$ cat src/rtl/mem_load_unit.sv
// mem_load_unit: memory-stage load engine.
// Accepts one load from EX/MEM and issues a word read over a req/ack handshake.
// It then extracts, extends and byte-merges the returned word with the old rt value.
// The result is presented to writeback over a valid/ready handshake.
// Memory is big-endian: byte offset 0 is word bits [31:24].
//
// Ports:
//   clk, reset                       clock, async active-high reset
//   ld_valid/ld_ready                load request handshake (ld_ready = IDLE)
//   ld_addr, ld_sel, ld_b_w_en,      load address, type (0 LW, 1 LB, 2 LBU,
//   ld_rt_old, ld_dst                3 LH, 4 LHU, 5 LWL, 6 LWR, 7 LW),
//                                    byte enables, old rt value, destination
//   mem_req/mem_ack, mem_addr,       word read handshake to data memory
//   mem_rdata
//   flush                            squash the in-flight load
//   wb_valid/wb_ready, wb_data,      result handshake to writeback
//   wb_dst, wb_b_w_en
module mem_load_unit (
    input  logic        clk,
    input  logic        reset,
    input  logic        ld_valid,
    output logic        ld_ready,
    input  logic [31:0] ld_addr,
    input  logic [2:0]  ld_sel,
    input  logic [3:0]  ld_b_w_en,
    input  logic [31:0] ld_rt_old,
    input  logic [4:0]  ld_dst,
    output logic        mem_req,
    output logic [31:0] mem_addr,
    input  logic        mem_ack,
    input  logic [31:0] mem_rdata,
    input  logic        flush,
    output logic        wb_valid,
    input  logic        wb_ready,
    output logic [31:0] wb_data,
    output logic [4:0]  wb_dst,
    output logic [3:0]  wb_b_w_en
);

    typedef enum logic [1:0] {
        IDLE  = 2'd0,
        REQ   = 2'd1,
        RESP  = 2'd2,
        DRAIN = 2'd3
    } state_t;

    state_t      state_r;
    state_t      next_state_s;
    logic [1:0]  k_r;
    logic [2:0]  sel_r;
    logic [31:0] rt_r;
    logic        mem_req_r;
    logic        wb_valid_r;
    logic [31:0] mem_addr_r;
    logic [31:0] wb_data_r;
    logic [4:0]  wb_dst_r;
    logic [3:0]  wb_b_w_en_r;
    logic        accept_s;
    logic        ack_s;

    // Pick the addressed byte/half/word and extend or shift it into place.
    function automatic logic [31:0] extract_word(input logic [31:0] w,
                                                 input logic [1:0]  k,
                                                 input logic [2:0]  sel);
        logic [7:0]  b;
        logic [15:0] h;
        logic [31:0] r;
        case (k)
            2'd0:    b = w[31:24];
            2'd1:    b = w[23:16];
            2'd2:    b = w[15:8];
            2'd3:    b = w[7:0];
            default: b = w[31:24];
        endcase
        // k[0] is deliberately ignored for halfwords: no alignment trap.
        h = k[1] ? w[15:0] : w[31:16];
        case (sel)
            3'd1:    r = {{24{b[7]}}, b};
            3'd2:    r = {24'd0, b};
            3'd3:    r = {{16{h[15]}}, h};
            3'd4:    r = {16'd0, h};
            3'd5:    r = w << {k, 3'b000};
            3'd6:    r = w >> {2'd3 - k, 3'b000};
            default: r = w;
        endcase
        return r;
    endfunction

    // Byte-wise select between the extracted word and the old rt value.
    function automatic logic [31:0] merge_bytes(input logic [31:0] ext,
                                                input logic [31:0] rt,
                                                input logic [3:0]  be);
        logic [31:0] r;
        for (int i = 0; i < 4; i++) begin
            r[8*i +: 8] = be[i] ? ext[8*i +: 8] : rt[8*i +: 8];
        end
        return r;
    endfunction

    // ack is only meaningful while a request is outstanding in REQ.
    assign accept_s = (state_r == IDLE) && ld_valid && !flush;
    assign ack_s    = (state_r == REQ) && mem_ack;

    // Next-state logic, including squash handling in each state.
    always_comb begin
        next_state_s = state_r;
        case (state_r)
            IDLE: begin
                if (accept_s) begin
                    next_state_s = REQ;
                end else begin
                    next_state_s = IDLE;
                end
            end
            REQ: begin
                if (mem_ack) begin
                    next_state_s = flush ? IDLE : RESP;
                end else if (flush) begin
                    // The read cannot be withdrawn; wait it out.
                    next_state_s = DRAIN;
                end else begin
                    next_state_s = REQ;
                end
            end
            RESP: begin
                if (flush || wb_ready) begin
                    next_state_s = IDLE;
                end else begin
                    next_state_s = RESP;
                end
            end
            DRAIN: begin
                if (mem_ack) begin
                    next_state_s = IDLE;
                end else begin
                    next_state_s = DRAIN;
                end
            end
            default: next_state_s = IDLE;
        endcase
    end

    // State register with handshake outputs registered from the next state.
    always_ff @(posedge clk or posedge reset) begin
        if (reset) begin
            state_r    <= IDLE;
            mem_req_r  <= 1'b0;
            wb_valid_r <= 1'b0;
        end else begin
            state_r    <= next_state_s;
            mem_req_r  <= (next_state_s == REQ) || (next_state_s == DRAIN);
            wb_valid_r <= (next_state_s == RESP);
        end
    end

    // Load context captured on accept; merged result captured on ack.
    always_ff @(posedge clk or posedge reset) begin
        if (reset) begin
            k_r         <= 2'd0;
            sel_r       <= 3'd0;
            rt_r        <= 32'd0;
            mem_addr_r  <= 32'd0;
            wb_dst_r    <= 5'd0;
            wb_b_w_en_r <= 4'd0;
            wb_data_r   <= 32'd0;
        end else begin
            if (accept_s) begin
                k_r         <= ld_addr[1:0];
                sel_r       <= ld_sel;
                rt_r        <= ld_rt_old;
                mem_addr_r  <= {ld_addr[31:2], 2'b00};
                wb_dst_r    <= ld_dst;
                wb_b_w_en_r <= ld_b_w_en;
            end
            if (ack_s && !flush) begin
                wb_data_r <= merge_bytes(extract_word(mem_rdata, k_r, sel_r),
                                         rt_r, wb_b_w_en_r);
            end
        end
    end

    assign ld_ready  = (state_r == IDLE);
    assign mem_req   = mem_req_r;
    assign mem_addr  = mem_addr_r;
    assign wb_valid  = wb_valid_r;
    assign wb_data   = wb_data_r;
    assign wb_dst    = wb_dst_r;
    assign wb_b_w_en = wb_b_w_en_r;

endmodule

$ cat config.mk
export PLATFORM = sky130hd
export DESIGN_NAME = mem_load_unit
export DESIGN_NICKNAME = d
export VERILOG_FILES = /design/src/rtl/mem_load_unit.sv
export SDC_FILE = /design/constraint.sdc
export NUM_CORES = 1
export LEC_CHECK = 0
export ABC_AREA = 0
export BUFFER_PORTS_ARGS = -buffer_cell sky130_fd_sc_hd__buf_2
export CAP_MARGIN = 5
export CORE_ASPECT_RATIO = 0.8
export CORE_MARGIN = 5
export CORE_UTILIZATION = 50
export DETAILED_ROUTE_END_ITERATION = 6
export PLACE_DENSITY_LB_ADDON = 0.15
export SLEW_MARGIN = 10
export SYNTH_ARGS = -nofsm -noshare
export SYNTH_HDL_FRONTEND = slang
export SYNTH_SLANG_ARGS = --single-unit
$ cat constraint.sdc
create_clock -name clk -period 8.2 [get_ports clk]
set_input_delay 1.64 -clock clk [delete_from_list [all_inputs] [get_ports clk]]
set_output_delay 1.64 -clock clk [all_outputs]
set_load 0.01 [all_outputs]
Word-level counts from Yosys, hierarchy flattened
Cells that the tools add are included.
{ "totals": {"ff_bits": 112, "inputBits": 114, "out_inout_bits": 76} }
{ "classes": {"addsub": 1, "eq_ne": 15, "shifts": 2, "mux": 14, "n_reduce_logical": 9} }
{ "op_table": {"columns": ["op", "n"], "rows": [
  ["$pmux 32 s6", 1],
  ["$mux 8", 4],
  ["$pmux 8 s4", 1],
  ["$shl 32x5->32", 1],
  ["$shr 32x5->32", 1],
  ["$mux 16", 1],
  ["$eq 2x2->1 const B", 6],
  ["$mux 2", 5],
  ["$eq 3x3->1 const B", 3],
  ["$pmux 2 s4", 1],
  ["$eq 2x1->1 const B", 3],
  ["$eq 3x2->1 const B", 2],
  ["$logic_and 1x1->1", 4],
  ["$logic_not 2->1", 2],
  ["$eq 3x1->1 const B", 1],
  ["$logic_or 1x1->1", 2],
  ["$sub 2x2->2 const A", 1],
  ["$logic_not 1->1", 1],
  ["$mux 1", 1]
]} }

Longest topological paths before layout
{ "depth": {"word_depth": 7, "ltp_mapped": 8, "ltp_nobuf": 5} }

Worst setup path before layout
Ideal clock, no wire load.
{ "synth_timing": {"path_type": "input-to-reg", "startpoint": "input mem_rdata[7]", "endpoint": "register wb_data_r[17], in the netlist wb_data[17]", "t_arrival_ns": 2.961, "required_time_ns": 8.079, "path_slack_ns": 5.118, "stages": 5, "path_cell_list": "mux4_2 > nor3_4 > a2111oi_4 > or3_1 > a22o_1"} }
{ "synth_between": {"elab_chain_len": 3} }
{ "synth_rtl": {"columns": ["element", "line_no", "rtl"], "rows": [
  ["start: declaration", "31", "input logic [31:0] mem_rdata,"],
  ["$pmux 8 s4", "68", "case (k)"],
  ["$pmux 32 s6", "77", "case (sel)"],
  ["$mux 8", "95", "r[8*i +: 8] = be[i] ? ext[8*i +: 8] : rt[8*i +: 8];"],
  ["end signal: assignment", "176", "wb_data_r <= merge_bytes(extract_word(mem_rdata, k_r, sel_r),"],
  ["end: declaration", "55", "logic [31:0] wb_data_r;"]
]} }
Every way passes these cells.
A chain may end at the register's enable or synchronous reset.

Worst setup path after layout
{ "layout_timing": {"startpoint": "register sel_r[0]", "endpoint": "register wb_data_r[31], in the netlist wb_data[31]"} }
{ "layout_between": {"elab_chain_len": 3, "elab_cells_between_ends": 8} }
{ "layout_rtl": {"columns": ["element", "line_no", "rtl"], "rows": [
  ["start: declaration", "50", "logic [2:0] sel_r;"],
  ["start signal: assignment", "169", "sel_r <= ld_sel;"],
  ["$eq 3x3->1, or another cell as far along", "77", null],
  ["$pmux 32 s6 *", "77", null],
  ["$mux 8 *", "95", null]
]} }
Mark *: on every way between the ends. The rest lies on a longest branch, timed or not.

==> flow_metrics.py <==
metrics = {
    "die": {
        "io_pins": 190,
        "die_area_um2": 14700,
        "num_rows": 36,
        "start_util_pct": 50.9,
        "die_y_um": 109,
        "dieWidth_um": 134,
        "coreArea_um2": 12100,
    },
    "cells_and_area": {
        "num-nets-final": 852,
        "final_cells": 895,
        "drive_gt1_share_pct": 30.8,
        "num_antenna_cells": 0,
        "final_core_util_pct": 61.2,
        "syn2layout_area_growth_pct": 20.1,
    },
    "place": {
        "io_buffers": 187,
        "globalplace.congestion": 0.902,
        "hpwl_mm": 13.2,
        "preCtsSetupSlack_ps": 4760,
        "dp_cells": 879,
    },
    "synth": {
        "netlist_area_um2": 6170,
        "synth_flop_cell": "dfrtp_1",
        "yosys_register_bits": 111,
        "syn_avg_cell_area_um2": 10.6,
        "ys_seq_area_share_pct": 45.0,
        "ys_warn_count": 0,
        "synth_cell_types": 61,
        "synthCells": 580,
        "synth-edff-count": 0,
        "synthArstFlopShare_pct": 100,
    },
    "worst_setup_path": {
        "cp.arrival_ps": 3450,
        "rr_endpoint": "wb_data[31]$_DFFE_PP0P_",
        "rr_worst_depth": 6,
        "endpoint_kind": "flip-flop",
        "rrSetupSlack_ps": 5040,
        "cpMaxStageDelayCell": "a21oi_2",
        "crit_required_ps": 8490,
        "crit_family": "compound AO/OA/AOI/OAI gates",
        "cp-start-kind": "flip-flop",
        "max_stage_delay_ps": 720,
        "critPathMaxFanout": 16,
        "path_buf_inv": 2,
        "path_cells": "clkinv_1, a21oi_2, buf_4, o22ai_1, o31ai_1, a221o_1",
        "rr_startpoint": "sel_r[0]$_DFFE_PP0P_",
        "criticalPathCategory": "flip-flop to flip-flop",
    },
    "grt": {
        "grt_pass1_vias": 5337,
        "grt_max_degree": 65,
        "grt_util_all_layers_pct": 24.4,
        "grt_pass1_wl_mm": 28.3,
        "overflow": 0,
        "antenna_found_initial": 0,
    },
    "pwr": {
        "p_sw_uw": 873,
        "ir_worst_vdd_uv": 161,
        "p_seq_share_pct": 40.6,
        "p_clk_share_pct": 18.3,
        "combPwrFrac_pct": 41.1,
        "intPower_uw": 1370,
        "power.density_nw_per_um2": 302,
        "p_leak_uw": 0.00334,
        "power.total_uw": 2240,
        "sw_frac_of_total_pct": 39.0,
    },
    "hold_path": {
        "min-delay-start": "mem_addr[12]$_DFFE_PP0P_",
        "holdPathStages": 1,
        "min_path_type": "flip-flop to flip-flop",
        "whs_endpoint": "mem_addr[12]$_DFFE_PP0P_",
    },
    "clock_tree": {
        "cts-root-buf": "clkbuf_16",
        "post-cts-setup-buffer-count": 0,
        "cts_tree": "built",
        "htreeDepth": 3,
        "clkTransAtPathRegs_ps": 70,
        "cts.repair.resized": 0,
        "cts_buffers": 9,
        "clk_latency_ps": 360,
        "postCtsHoldBufs": 0,
        "clock-sinks": 111,
        "clock_path_buffers": 2,
    },
    "timing": {
        "fmax_ghz": 0.317,
        "period_share_pct": 38.5,
        "worstMarginPinSlew_ps": 919,
        "rsz0062_at_grt": "no",
        "final_critical_path_setup_slack_ps": 5040,
        "final.setup.tns_ps": 0,
        "hold_viol": 0,
        "setup_viol": 0,
        "relSlewSlack_pct": 38.7,
        "report.final.slew_viol_count": 0,
        "fin_crit_ps": 3160,
        "finalClockSkew_ps": 12.6,
    },
    "route": {
        "drc_errors": 0,
        "firstDrtPassIters": 5,
        "drtAntennaViolNets": 0,
        "wire_per_inst_um": 19.9,
        "routed_wl_mm": 17.8,
        "vias": 5373,
        "vias_per_cell": 6.00,
        "drt_iter0_markers": 399,
    },
    "outcome": {
        "outcome": "finished clean",
    },
    "job": {
        "maxCapViolations": 0,
    },
}
-- worst max-delay path by stage --
stage                               from                 endpoint  slack [ps]  cells after the start
finish              sel_r[0]$_DFFE_PP0P_  wb_data[31]$_DFFE_PP0P_        5040                      6
global route        sel_r[0]$_DFFE_PP0P_  wb_data[31]$_DFFE_PP0P_        4960                      6
CTS                                flush   wb_data[6]$_DFFE_PP0P_        5130                      7
detailed placement                 flush   wb_data[6]$_DFFE_PP0P_        4760                      7
global placement            mem_rdata[7]  wb_data[17]$_DFFE_PP0P_        4860                      6
floorplan                          reset       k_r[0]$_DFFE_PP0P_        3630                      1
-- cell families after synthesis --
logic type / Yosys count / share of synthesized area (%)
multiplexers: 109 / 19.8
other: 1 / 0.0608
AND/OR/NAND/NOR: 133 / 11.9
buffers and inverters: 54 / 4.01
AO/OA/AOI/OAI: 172 / 19.1
flip-flops: 111 / 45.0
-- layout by cell type, fill, tap and decap left out, types with 3 or more instances in the layout --
master / instances
buf_2: 187
dfrtp_1: 111
mux2_1: 85
a21oi_1: 48
nand2_1: 37
nor2_1: 24
o21ai_0: 21
nand2b_1: 20
nor3b_1: 16
o221ai_1: 13
o21ai_1: 13
mux2i_1: 12
mux2_2: 11
nor2b_1: 10
a221oi_1: 9
a22oi_1: 9
a22o_1: 9
clkbuf_16: 9
a211o_1: 7
buf_4: 7
o22a_1: 6
a32o_1: 6
o31ai_1: 5
o22ai_1: 5
nand3_1: 3
inv_1: 3
nor3_1: 3
and2_1: 3
a211oi_1: 3
clkinv_2: 3
-- power by group through the flow --
stage | Clock (µW) | Combinational, µW | Sequential (µW)
finish | 410 | 921 | 909
global route | 443 | 1010 | 939
CTS | 422 | 927 | 908
detailed placement | 0 | 926 | 915
global placement | 0 | 910 | 912
floorplan | 0 | 577 | 922
-- state kept, by name (all words and copies together), names as in the netlist --
name       count
rt_r          32
wb_data       32
mem_addr      30
wb_dst         5
wb_b_w_en      4
sel_r          3
k_r            2
state_r        2
wb_valid       1
-- Yosys cell counts, drive strengths merged (4+ instances only) --
library cell  number  share of area [%]
buf               23                2.1
mux2              96                 18
a21oi             49                4.0
nor2              24                1.5
a22o               9                1.3
a221oi             9                1.3
clkbuf            25                1.5
inv                5               0.30
nand2             37                2.3
nor3               4               0.51
o21ai             34                2.8
a32o               6               0.97
o221ai            13                1.8
a22oi              9                1.1
dfrtp            111                 45
a211o              7               0.99
o22ai              5               0.51
mux2i             12                1.9
o22a               6               0.85
nor3b             16                1.9
o31ai              5               0.61
nor2b             10                1.0
nand2b            20                2.0
-- final cells by class --
| cell class | instances | area (µm²) |
|---|---|---|
| clock buffers | 11 | 233 |
| clock inverters | 5 | 32.5 |
| fillers | 1080 | 4700 |
| inverters | 6 | 25.0 |
| multi-input cells | 416 | 3170 |
| flip-flops and latches | 111 | 2780 |
| well taps | 152 | 190 |
| repair buffers | 194 | 988 |
-- routing by layer --
| metal | vias up | share of wire, % | track usage, % |
|---|---|---|---|
| li1 | 2486 | - | - |
| met1 | 2663 | 43 | 32.6 |
| met2 | 200 | 47 | 39.1 |
| met3 | 24 | 8.0 | 6.68 |
| met4 | 0 | 1.7 | 7.63 |
| met5 | - | 0 | 0 |
-- through the flow --
stage,hold WS [ps],cell area [µm²]
4_1_cts,486,7410
3_3_place_gp,462,7150
6_report,480,7410
3_5_place_dp,467,7150
5_1_grt,503,7410
2_1_floorplan,449,6170
Note: power is estimated with default switching activity, not from simulation.
